[config.mk]
export PLATFORM = sky130hd
export DESIGN_NAME = pc_sequencer
export DESIGN_NICKNAME = d
export VERILOG_FILES = /design/src/rtl/pc_sequencer_pkg.sv /design/src/rtl/pc_sequencer_rise_detect.sv /design/src/rtl/pc_sequencer.sv
export SDC_FILE = /design/constraint.sdc
export NUM_CORES = 1
export LEC_CHECK = 0
export CORE_ASPECT_RATIO = 0.8
export CORE_MARGIN = 8
export CORE_UTILIZATION = 55
export CTS_BUF_LIST = sky130_fd_sc_hd__clkbuf_4 sky130_fd_sc_hd__clkbuf_8
export CTS_CLUSTER_SIZE = 14
export DETAILED_ROUTE_END_ITERATION = 16
export DONT_BUFFER_PORTS = 1
export GPL_TIMING_DRIVEN = 0
export PLACE_DENSITY_LB_ADDON = 0.3
export SYNTH_ARGS = -nofsm -noshare
export SYNTH_HDL_FRONTEND = slang
export SYNTH_HIERARCHICAL = 1
export SYNTH_SLANG_ARGS = --single-unit
[constraint.sdc]
create_clock -name clk_i -period 1.4 [get_ports clk_i]
set_clock_uncertainty 0.15 [all_clocks]
set_input_delay 0.28 -clock clk_i [delete_from_list [all_inputs] [get_ports clk_i]]
set_output_delay 0.28 -clock clk_i [all_outputs]
set_load 0.05 [all_outputs]
[src/rtl/pc_sequencer_pkg.sv]
`default_nettype none
// ============================================================================
// Module      : pc_sequencer_pkg
// Description : Shared state encoding and default widths for the instruction
//               sequencer of the 8-bit simple core.
// Revision    : 1.0 - initial release
// ============================================================================
package pc_sequencer_pkg;

  // Default widths, matching the PC block and the instruction memory
  localparam int PC_WIDTH     = 6;
  localparam int INSN_WIDTH   = 8;
  localparam int RETIRE_WIDTH = 16;

  // Sequencer state encoding (3-bit)
  typedef logic [2:0] seq_state_t;

  localparam logic [2:0] ST_IDLE   = 3'd0;
  localparam logic [2:0] ST_FETCH  = 3'd1;
  localparam logic [2:0] ST_DECODE = 3'd2;
  localparam logic [2:0] ST_EXEC   = 3'd3;
  localparam logic [2:0] ST_HALT   = 3'd4;

endpackage
`default_nettype wire

[src/rtl/pc_sequencer_rise_detect.sv]
`default_nettype none
// ============================================================================
// Module      : rise_detect
// Description : Registers a level input and flags a 0->1 transition in the
//               cycle the new level is seen. Also used for front-panel buttons.
// Revision    : 1.0 - initial release
// ============================================================================
module rise_detect (
  input  logic clk_i,
  input  logic rst_i,
  input  logic d_i,
  output logic rise_o
);

  logic d_q;

  // Previous-cycle copy of the input level
  always_ff @(posedge clk_i) begin
    if (rst_i) begin
      d_q <= 1'b0;
    end else begin
      d_q <= d_i;
    end
  end

  assign rise_o = d_i & ~d_q;

endmodule
`default_nettype wire

[src/rtl/pc_sequencer.sv]
`default_nettype none
// ============================================================================
// Module      : pc_sequencer
// Description : Multi-cycle FETCH/DECODE/EXEC sequencer. Drives the PC block
//               controls and the instruction-memory handshake, holds the IR,
//               handles branches, stalls, halt/resume and counts retirements.
// Revision    : 1.0 - initial release
// ============================================================================
module pc_sequencer
  import pc_sequencer_pkg::*;
#(
  parameter int WIDTH  = PC_WIDTH,
  parameter int IWIDTH = INSN_WIDTH,
  parameter int CWIDTH = RETIRE_WIDTH
) (
  input  logic              clk_i,
  input  logic              rst_i,
  input  logic              run_i,
  output logic              imem_req_o,
  input  logic              imem_ack_i,
  input  logic [IWIDTH-1:0] imem_rdata_i,
  output logic [IWIDTH-1:0] ir_o,
  input  logic              halt_insn_i,
  input  logic              br_taken_i,
  input  logic [WIDTH-1:0]  br_target_i,
  input  logic              stall_i,
  output logic              pc_en_o,
  output logic              pc_inc_o,
  output logic [WIDTH-1:0]  pc_target_o,
  output logic              exec_o,
  output logic              halted_o,
  output logic [CWIDTH-1:0] retired_o
);

  seq_state_t        state_q, state_d;
  logic [IWIDTH-1:0] ir_q;
  logic [CWIDTH-1:0] retired_q;
  logic              w_run_rise;
  logic              w_exec_fire;
  logic              w_resume;

  // RUN history runs every cycle, so on entry to HALT it already holds the
  // RUN level seen in DECODE; a level held high through the halt never resumes.
  rise_detect u_run_rise (
    .clk_i  (clk_i),
    .rst_i  (rst_i),
    .d_i    (run_i),
    .rise_o (w_run_rise)
  );

  // An unstalled EXEC cycle retires the instruction; stall masks the branch.
  assign w_exec_fire = (state_q == ST_EXEC) && !stall_i;
  assign w_resume    = (state_q == ST_HALT) && w_run_rise;

  // Next-state decode
  always_comb begin
    state_d = state_q;
    case (state_q)
      ST_IDLE:   if (run_i)        state_d = ST_FETCH;
      ST_FETCH:  if (imem_ack_i)   state_d = ST_DECODE;
      ST_DECODE: state_d = halt_insn_i ? ST_HALT : ST_EXEC;
      ST_EXEC:   if (!stall_i)     state_d = run_i ? ST_FETCH : ST_IDLE;
      ST_HALT:   if (w_run_rise)   state_d = ST_FETCH;
      default:   state_d = ST_IDLE;
    endcase
  end

  // State, instruction register and retirement counter
  always_ff @(posedge clk_i) begin
    if (rst_i) begin
      state_q   <= ST_IDLE;
      ir_q      <= '0;
      retired_q <= '0;
    end else begin
      state_q <= state_d;
      if ((state_q == ST_FETCH) && imem_ack_i) begin
        ir_q <= imem_rdata_i;
      end
      if (w_exec_fire) begin
        retired_q <= retired_q + CWIDTH'(1);
      end
    end
  end

  // Output decode. Resume from HALT steps the PC past the halt instruction.
  assign imem_req_o  = (state_q == ST_FETCH);
  assign exec_o      = w_exec_fire;
  assign halted_o    = (state_q == ST_HALT);
  assign pc_en_o     = w_exec_fire || w_resume;
  assign pc_inc_o    = w_exec_fire ? !br_taken_i : 1'b1;
  assign pc_target_o = (w_exec_fire && br_taken_i) ? br_target_i : '0;
  assign ir_o        = ir_q;
  assign retired_o   = retired_q;

endmodule
`default_nettype wire

# --- Word-level counts from Yosys, hierarchy flattened ---
# Cells that the tools add are included.
op_classes:
  addsub: 1
  eq_ne: 8
  muxes: 9
  bitwise_logic: 2
  n_reduce_logical: 9
ops:
  columns: ["op", "count"]
  rows:
  - ["adder 16 x 1 -> 16 bit (second input constant)", 1]
  - ["2-to-1 mux 3 bit", 5]
  - ["one-hot mux 3 bit (5 select lines)", 1]
  - ["equality test 3 x 2 -> 1 bit (second input constant)", 2]
  - ["2-to-1 mux 6 bit", 1]
  - ["logical AND 1 bit", 4]
  - ["inequality test 2 x 1 -> 1 bit (second input constant)", 2]
  - ["inequality test 2 bit (second input constant)", 2]
  - ["AND reduction 4 bit", 1]
  - ["equality test 3 x 1 -> 1 bit (second input constant)", 1]
  - ["equality test 3 bit (second input constant)", 1]
  - ["zero test 3 bit", 1]
  - ["zero test 1 bit", 2]
  - ["2-to-1 mux 1 bit", 2]
  - ["bitwise AND 1 bit", 1]
  - ["logical OR 1 bit", 1]
  - ["inverter 1 bit", 1]
word_totals:
  ff_bits: 28
  inputBits: 21
  output_inout_bits: 35
  word_cells: 33

# --- Depth between registers and ports, before layout ---
# Gate-level depths: netlist of the first run.
logic_depth:
  depth_word: 4
  ltp_mapped: 5
  mapped_depth_nobuf: 5

# --- Cells and area by module ---
# The synthesis of the first run kept the hierarchy.
by_module_without_submodules:
  columns: ["mod", "n_inst", "cells_per_inst", "area_each_um2", "seq_area_each_um2"]
  rows:
  - ["pc_sequencer", 1, 139, 1247.4, 540.5]
  - ["rise_detect", 1, 3, 47.5, 20.0]

# --- Worst setup path before layout of the first run ---
# OpenSTA, ideal clock, no wires.
synth_path:
  path_type: "reg2out"
  from: "register state_q[1]"
  to: "output port pc_en_o"
  t_arrival_ps: 2212
  t_required_ps: 970
  slack_ps: -1242
  stages_incl_launch_ff: 5
  n_path_buf: 1
  cell_sequence: "dfxtp_1 clkbuf_1 nor3_1 nand2_1 nand2b_1"
synth_via:
  elab_chain_len: 3
  elab_cells_between_ends: 5
  cone_classes: "eq/ne: 2; reduce/logical: 3"
synth_lines:
  columns: ["element", "line_no", "text"]
  rows:
  - ["from (decl)", "pc_sequencer.sv:35", "seq_state_t state_q, state_d;"]
  - ["from (signal assigned)", "pc_sequencer.sv:75", "state_q <= state_d;"]
  - ["equality test 3 bit", null, null]
  - ["named net halted_o", "pc_sequencer.sv:31", "output logic halted_o,"]
  - ["logical AND 1 bit", "pc_sequencer.sv:53", "assign w_resume = (state_q == ST_HALT) && w_run_rise;"]
  - ["logical OR 1 bit", "pc_sequencer.sv:89", "assign pc_en_o = w_exec_fire || w_resume;"]
  - ["to (decl)", "pc_sequencer.sv:27", "output logic pc_en_o,"]
# The timed path passes the listed nets, and every way through them passes these cells.

# --- Worst setup path after layout of the first run ---
# Same ends and word-level chain as after synthesis.

==> results of run 1 <==
[per-stage QoR]
step	hold slack [ps]	utilization (%)	cells	area, µm²	worst slack [ps]
floorplan	194	-	142	1470	-262
global placement	196	68.3	167	1500	-321
detailed placement	197	68.3	167	1500	-342
CTS	3.65	81.0	190	1780	-690
global route	30.5	86.1	195	1890	-782
finish	18.6	86.1	195	1890	-720
[sequential cells by signal, indices dropped and copies added, names as in the netlist]
name            count
retired_o          16
ir_o                8
state_q             3
u_run_rise/d_q      1
[what timing repair did]
action / CTS / global route
hold endpoints to repair: 9 / 0
endpoints found under the setup margin: 47 / 38
hold buffers: 10 / 0
setup buffers: 8 / 6
cloned: 1 / 0
gates resized for setup: 23 / 19
pin swaps: 5 / 12
[worst max-delay path by stage]
stage,depth (start not counted),slack (ps),endpoint,start
floorplan,4,-260,pc_en_o,state_q[2]
global placement,4,-320,pc_en_o,state_q[2]
detailed placement,4,-340,pc_target_o[4],state_q[2]
CTS,4,-690,pc_en_o,state_q[1]
global route,4,-780,pc_en_o,state_q[1]
finish,4,-720,pc_en_o,state_q[1]
[Yosys cell counts (2+ instances only)]
cell type  number
a21oi_1         8
a31oi_1         2
and3_1         10
and4_1          2
clkbuf_1        3
dfxtp_1        28
inv_1           3
mux2i_1         9
nand2_1         7
nand2b_1        4
nand3_1         6
nand4_1         3
nand4_4         2
nor2_1         17
nor2b_4         2
nor3_1          4
o21ai_0         9
or3_1           7
xnor2_1         2
xor2_1          6
[cell families (layout without fill, tap and decap cells)]
group | count (synthesis) | count (layout) | share of synthesized area, %
compound gates | 20 | 20 | 8.21
xor+xnor | 8 | 8 | 5.41
fa+ha+maj | 1 | 1 | 0.966
buf+inv | 9 | 37 | 3.28
flops | 28 | 28 | 43.3
mux | 9 | 9 | 6.96
simple gates | 67 | 67 | 31.9
[cell type report]
| type | instances | share of cell area (%) |
|---|---|---|
| Sequential cell | 28 | 33.2 |
| Clock buffer | 3 | 1.19 |
| Inverter | 3 | 0.728 |
| Multi-Input combinational cell | 105 | 45.9 |
| Tap cell | 25 | 1.65 |
| Buffer | 6 | 3.04 |
| Timing Repair Buffer | 24 | 14.1 |
| Clock inverter | 1 | 0.199 |
[critical path: cells and delay by family, from the launching register on]
| kind | cells | cell delay, ps |
|---|---|---|
| simple gates | 3 | 880 |
| flops | 1 | 360 |
| buf+inv | 1 | 120 |
[where the power goes]
group          switching, mW  internal [mW]
sequential            0.0719          0.801
clock                  0.234          0.105
combinational          0.131          0.123
[metal layers]
| metal | GRT usage, % | vias to the layer above | routed length, µm |
|---|---|---|---|
| met4 | 3.71 | 0 | 113 |
| met5 | 0 | - | 0 |
| met3 | 7.20 | 14 | 284 |
| met2 | 33.9 | 47 | 2250 |
| li1 | - | 561 | - |
| met1 | 16.8 | 597 | 1540 |
==> results.md, run 1 <==
- Critical path arrival: ~1700 ps
- Worst-case reg-to-reg path depth: 7
- Setup Viol. Count Final: 37
- Pins Over Slew Limit: 0
- Number of flops mapped to enable cells by yosys: 0
- Synth async-reset ratio: 0%
- Share of cells above drive strength 1: 45.9%
- Synth warn: 6
- Crit end category: output pin
- First-pass GRT wire length: approximately 5900 µm
- Worst r2r src: state_q[2]
- Yosys reg bits: 28
- Placer Congestion: about 0.79
- DR pass1 iterations: 4
- Number of global-route vias before repair: ~1200
- Drc violations: 0
- Crit path required time: 970 ps
- Starting DRT DRC Count: between 90 and 100
- CTS tree: yes
- Synth Area per Inst: between 9 and 10 µm²
- Seq. cell area: around 630 µm²
- Num Clock Sinks: 28
- Hold crit path type: in -> reg
- Total routed wirelength: 4190 µm
- Worst Tran Pin Value: roughly 590 ps
- Final-stage net count: between 150 and 200
- # H-tree levels: 1
- Worst slew margin: around 61%
- Top cells by area, synth: dfxtp_1 (43%), mux2i_1 (7.0%), nor2_1 (4.9%)
- Setup TNS: -14300 ps
- Commonest cells after routing, fill and taps aside: nor2_1 (17), dfxtp_2 (14), dfxtp_4 (13)
- FMAX: between 400 and 500 MHz
- Initial Util: between 50% and 60%
- Hold wc startpoint: imem_ack_i
- Num CTS Buffers: 3
- Main flop type after synthesis: dfxtp_1
- Worst Hold Depth: 3
- Synth Cell Area: approximately 1300 µm²
- Area leader, netlist: dfxtp_1
- Final HPWL DP: around 2400 µm
- Synth cell types: 28
- Congestion Overflow GR: 0
- Die width: 70.3 µm
- Clock Tree Root: clkbuf_4
- DR vias: 1219
- Leakage: between 0.6 and 0.7 nW
- Area of the multi-input gates: about 870 µm²
- Core box area: 2200 µm²
- Final hold viol count: 0
- Worst skew pair latency: around 330 ps
- Clock-pin slew on the worst setup and hold paths: about 140 ps
- CP max stage cell: nor3_4
- Status: finished, violations left
- Crit-path max FO: 3
- Antenna viol nets, final: 0
- Synth top area share: 43.3%
- Maximum vdd drop: about 0.83 mV
- Cells after synthesis: between 100 and 150
- Initial antenna violation count: 0
- Routed WL per cell: between 20 and 25 µm
- Kind of critical path: reg -> out
- Syn_nets: between 150 and 200
- Largest net degree at the start of global routing: 16
- Tcrit/Tclk final: 151%
- Die Area: around 4200 µm²
- Area Growth Syn to Fin: 46.0%
- Layout fillers: around 100
- FP Rows: 15
- Minimum clock period: 2120 ps
- Max incr delay on CP: 500 ps
- Worst path cell trace: buf_8, nor3_4, nand2_2, nand2b_4
- Pwr Total: approximately 1.5 mW
- Die Ht: approximately 59 µm
- Most common cell after layout, fill and taps aside: nor2_1
- Crit start category: flip-flop
- Worst setup margin: -720 ps
- IO Port Bufs: 0
- Pwr/cell area: ~780 nW/µm²
- RSZ-0062 raised after global routing: yes
- Post-synthesis sequential area ratio: around 43%
- N_diodes: 0
- WHS Endpoint: state_q[0]
- Max-Cap Viols: 0
- Reg2Reg Capture Point: retired_o[12]
- Ports: 56
- Total track usage: 17.4%
- Slack of the worst reg-to-reg path: -600 ps
- Vias per cell: between 6 and 7
- Violated checks: negative setup slack
- CTS Buffer Depth: 2
(Power assumes the default switching activity.)
==> run 2, diff against run 1 <==
--- a/config.mk
+++ b/config.mk
@@ -12,8 +12,9 @@
 export CTS_CLUSTER_SIZE = 14
 export DETAILED_ROUTE_END_ITERATION = 16
 export DONT_BUFFER_PORTS = 1
+export GPL_ROUTABILITY_DRIVEN = 0
 export GPL_TIMING_DRIVEN = 0
-export PLACE_DENSITY_LB_ADDON = 0.3
+export PLACE_DENSITY = 0.82
 export SYNTH_ARGS = -nofsm -noshare
 export SYNTH_HDL_FRONTEND = slang
 export SYNTH_HIERARCHICAL = 1
==> results.md, run 2 (synthesized netlist as in run 1, its figures left out) <==
- Starting DRT DRC Count: roughly 130
- Reg2Reg Capture Point: retired_o[10]
- Commonest cells after routing, fill and taps aside: nor2_1 (17), dfxtp_4 (14), dfxtp_2 (13)
- Share of cells above drive strength 1: between 40% and 50%
- Worst path cell trace: inv_4, nor3_4, nand2_2, nand2b_4
- Drc violations: 0
- Worst Tran Pin Value: a little under 900 ps
- IO Port Bufs: 0
- Max-Cap Viols: 0
- Clock-pin slew on the worst setup and hold paths: ~140 ps
- FMAX: between 400 and 500 MHz
- Setup crit start: state_q[2]
- Largest net degree at the start of global routing: 16
- Final hold viol count: 0
- FP Rows: 15
- Minimum clock period: roughly 2100 ps
- Worst setup margin: -685 ps
- Dpl ws: -348 ps
- Total track usage: between 15 and 20%
- Crit start category: flip-flop
- RSZ-0062 raised after global routing: yes
- Congestion Overflow GR: 0
- N_diodes: 0
- Dpl cells: between 150 and 200
- Max reg flops: 16
- Num CTS Buffers: 3
- Most common cell after layout, fill and taps aside: nor2_1
- Die width: between 70 and 80 µm
- Crit path required time: ~970 ps
- # H-tree levels: 1
- Slack of the worst reg-to-reg path: -550 ps
- Number of global-route vias before repair: ~1100
- Crit path to: pc_en_o
- Violated checks: negative setup slack
- DR vias: 1234
- Pins Over Slew Limit: 0
- Maximum vdd drop: around 0.73 mV
- Worst slew margin: between 40 and 50%
- Ports: between 50 and 60
- Hold crit path type: in -> reg
- DR pass1 iterations: 5
- Critical path arrival: between 1500 and 2000 ps
- Routed WL per cell: ~23 µm
- Area Growth Syn to Fin: 49.2%
- Leakage: just over 0.7 nW
- Final-stage net count: just under 200
- Setup TNS: -14920 ps
- Die Ht: between 50 and 60 µm
- Initial Util: roughly three fifths
- Worst-case reg-to-reg path depth: 7
- Clock Tree Root: clkbuf_4
- Pwr/cell area: between 700 and 800 nW/µm²
- CTS tree: yes
- Worst r2r src: state_q[2]
- Total routed wirelength: roughly 4500 µm
- Crit-path max FO: 3
- CP max stage cell: nor3_4
- Die Area: 4170 µm²
- Crit end category: output pin
- Fin cells: slightly below 200
- Final HPWL DP: approximately 2400 µm
- Worst skew pair latency: approximately 340 ps
- Max incr delay on CP: around 510 ps
- Initial antenna violation count: 0
- Vias per cell: 6.26
- First-pass GRT wire length: between 5000 and 6000 µm
- Pwr Total: approximately 1.5 mW
- Antenna viol nets, final: 0
- Num Clock Sinks: 28
- Setup Viol. Count Final: 37
- Tcrit/Tclk final: 149%
- Core box area: 2200 µm²
- Kind of critical path: reg -> out
- CTS Buffer Depth: 2
- Status: finished, violations left
[run 2: changes by cell type in the layout (fill, tap and decap cells not counted), moves of 2 or more]
| cell | delta |
|---|---|
| nand3_1 | -2 |
| nand2_1 | -2 |
| o21ai_0 | +2 |
| xor2_2 | +3 |
| dlygate4sd3_1 | +2 |
| o21ai_1 | -2 |
| nand2_4 | +2 |
| xor2_1 | -3 |
[run 2: worst min path at each step]
| stage | start | end | slack (ps) | cells after the start |
|---|---|---|---|---|
| 6_report | halt_insn_i | state_q[1] | 40 | 2 |
| 3_5_place_dp | rst_i | u_run_rise/d_q | 200 | 1 |
| 2_1_floorplan | rst_i | u_run_rise/d_q | 190 | 1 |
| 5_1_grt | halt_insn_i | state_q[1] | 20 | 2 |
| 3_3_place_gp | rst_i | u_run_rise/d_q | 200 | 1 |
| 4_1_cts | halt_insn_i | state_q[1] | 7 | 2 |
[run 2: through the flow]
step	utilization [%]	hold slack (ps)	instance area (µm²)
2_1_floorplan	-	194	1470
3_3_place_gp	68.3	196	1500
3_5_place_dp	68.3	196	1500
4_1_cts	79.3	7.29	1740
5_1_grt	88.0	24.6	1930
6_report	88.0	36.0	1930
[run 2: layout make-up]
cell class | instances | area, µm²
Tap cell | 25 | 31.3
Fill cell | 91 | 264
Multi-Input combinational cell | 105 | 892
Timing Repair Buffer | 26 | 282
Sequential cell | 28 | 629
Clock buffer | 3 | 22.5
Buffer | 6 | 57.6
Inverter | 3 | 13.8
Clock inverter | 1 | 3.75
[run 2: timing repair]
action                     CTS  global route
pin swaps                    5             6
setup endpoints to repair   48            38
hold endpoints to repair     9             1
resized for setup           19            26
cloned                       1             0
buffers inserted             5            10
hold buffers                10             1
[run 2: layer usage]
metal / routed length (µm) / up-vias / share of wire (%) / GRT usage, %
met4: 192 / 0 / 4.3 / 6.86
met3: 392 / 17 / 8.7 / 7.20
met1: 1600 / 598 / 36 / 18.9
met5: 0 / - / 0 / 0
met2: 2310 / 58 / 51 / 31.8
li1: - / 561 / - / -
[run 2: critical path, delay by kind of cell (launching register included)]
kind	cells	cell delay [ps]
simple gates	3	860
flops	1	400
buf+inv	1	50
[run 2: where the power goes]
group          switching, mW  internal (mW)  total, mW
registers             0.0702          0.799      0.870
logic                  0.128          0.119      0.247
clock network          0.246          0.105      0.351
total                  0.444           1.02       1.47
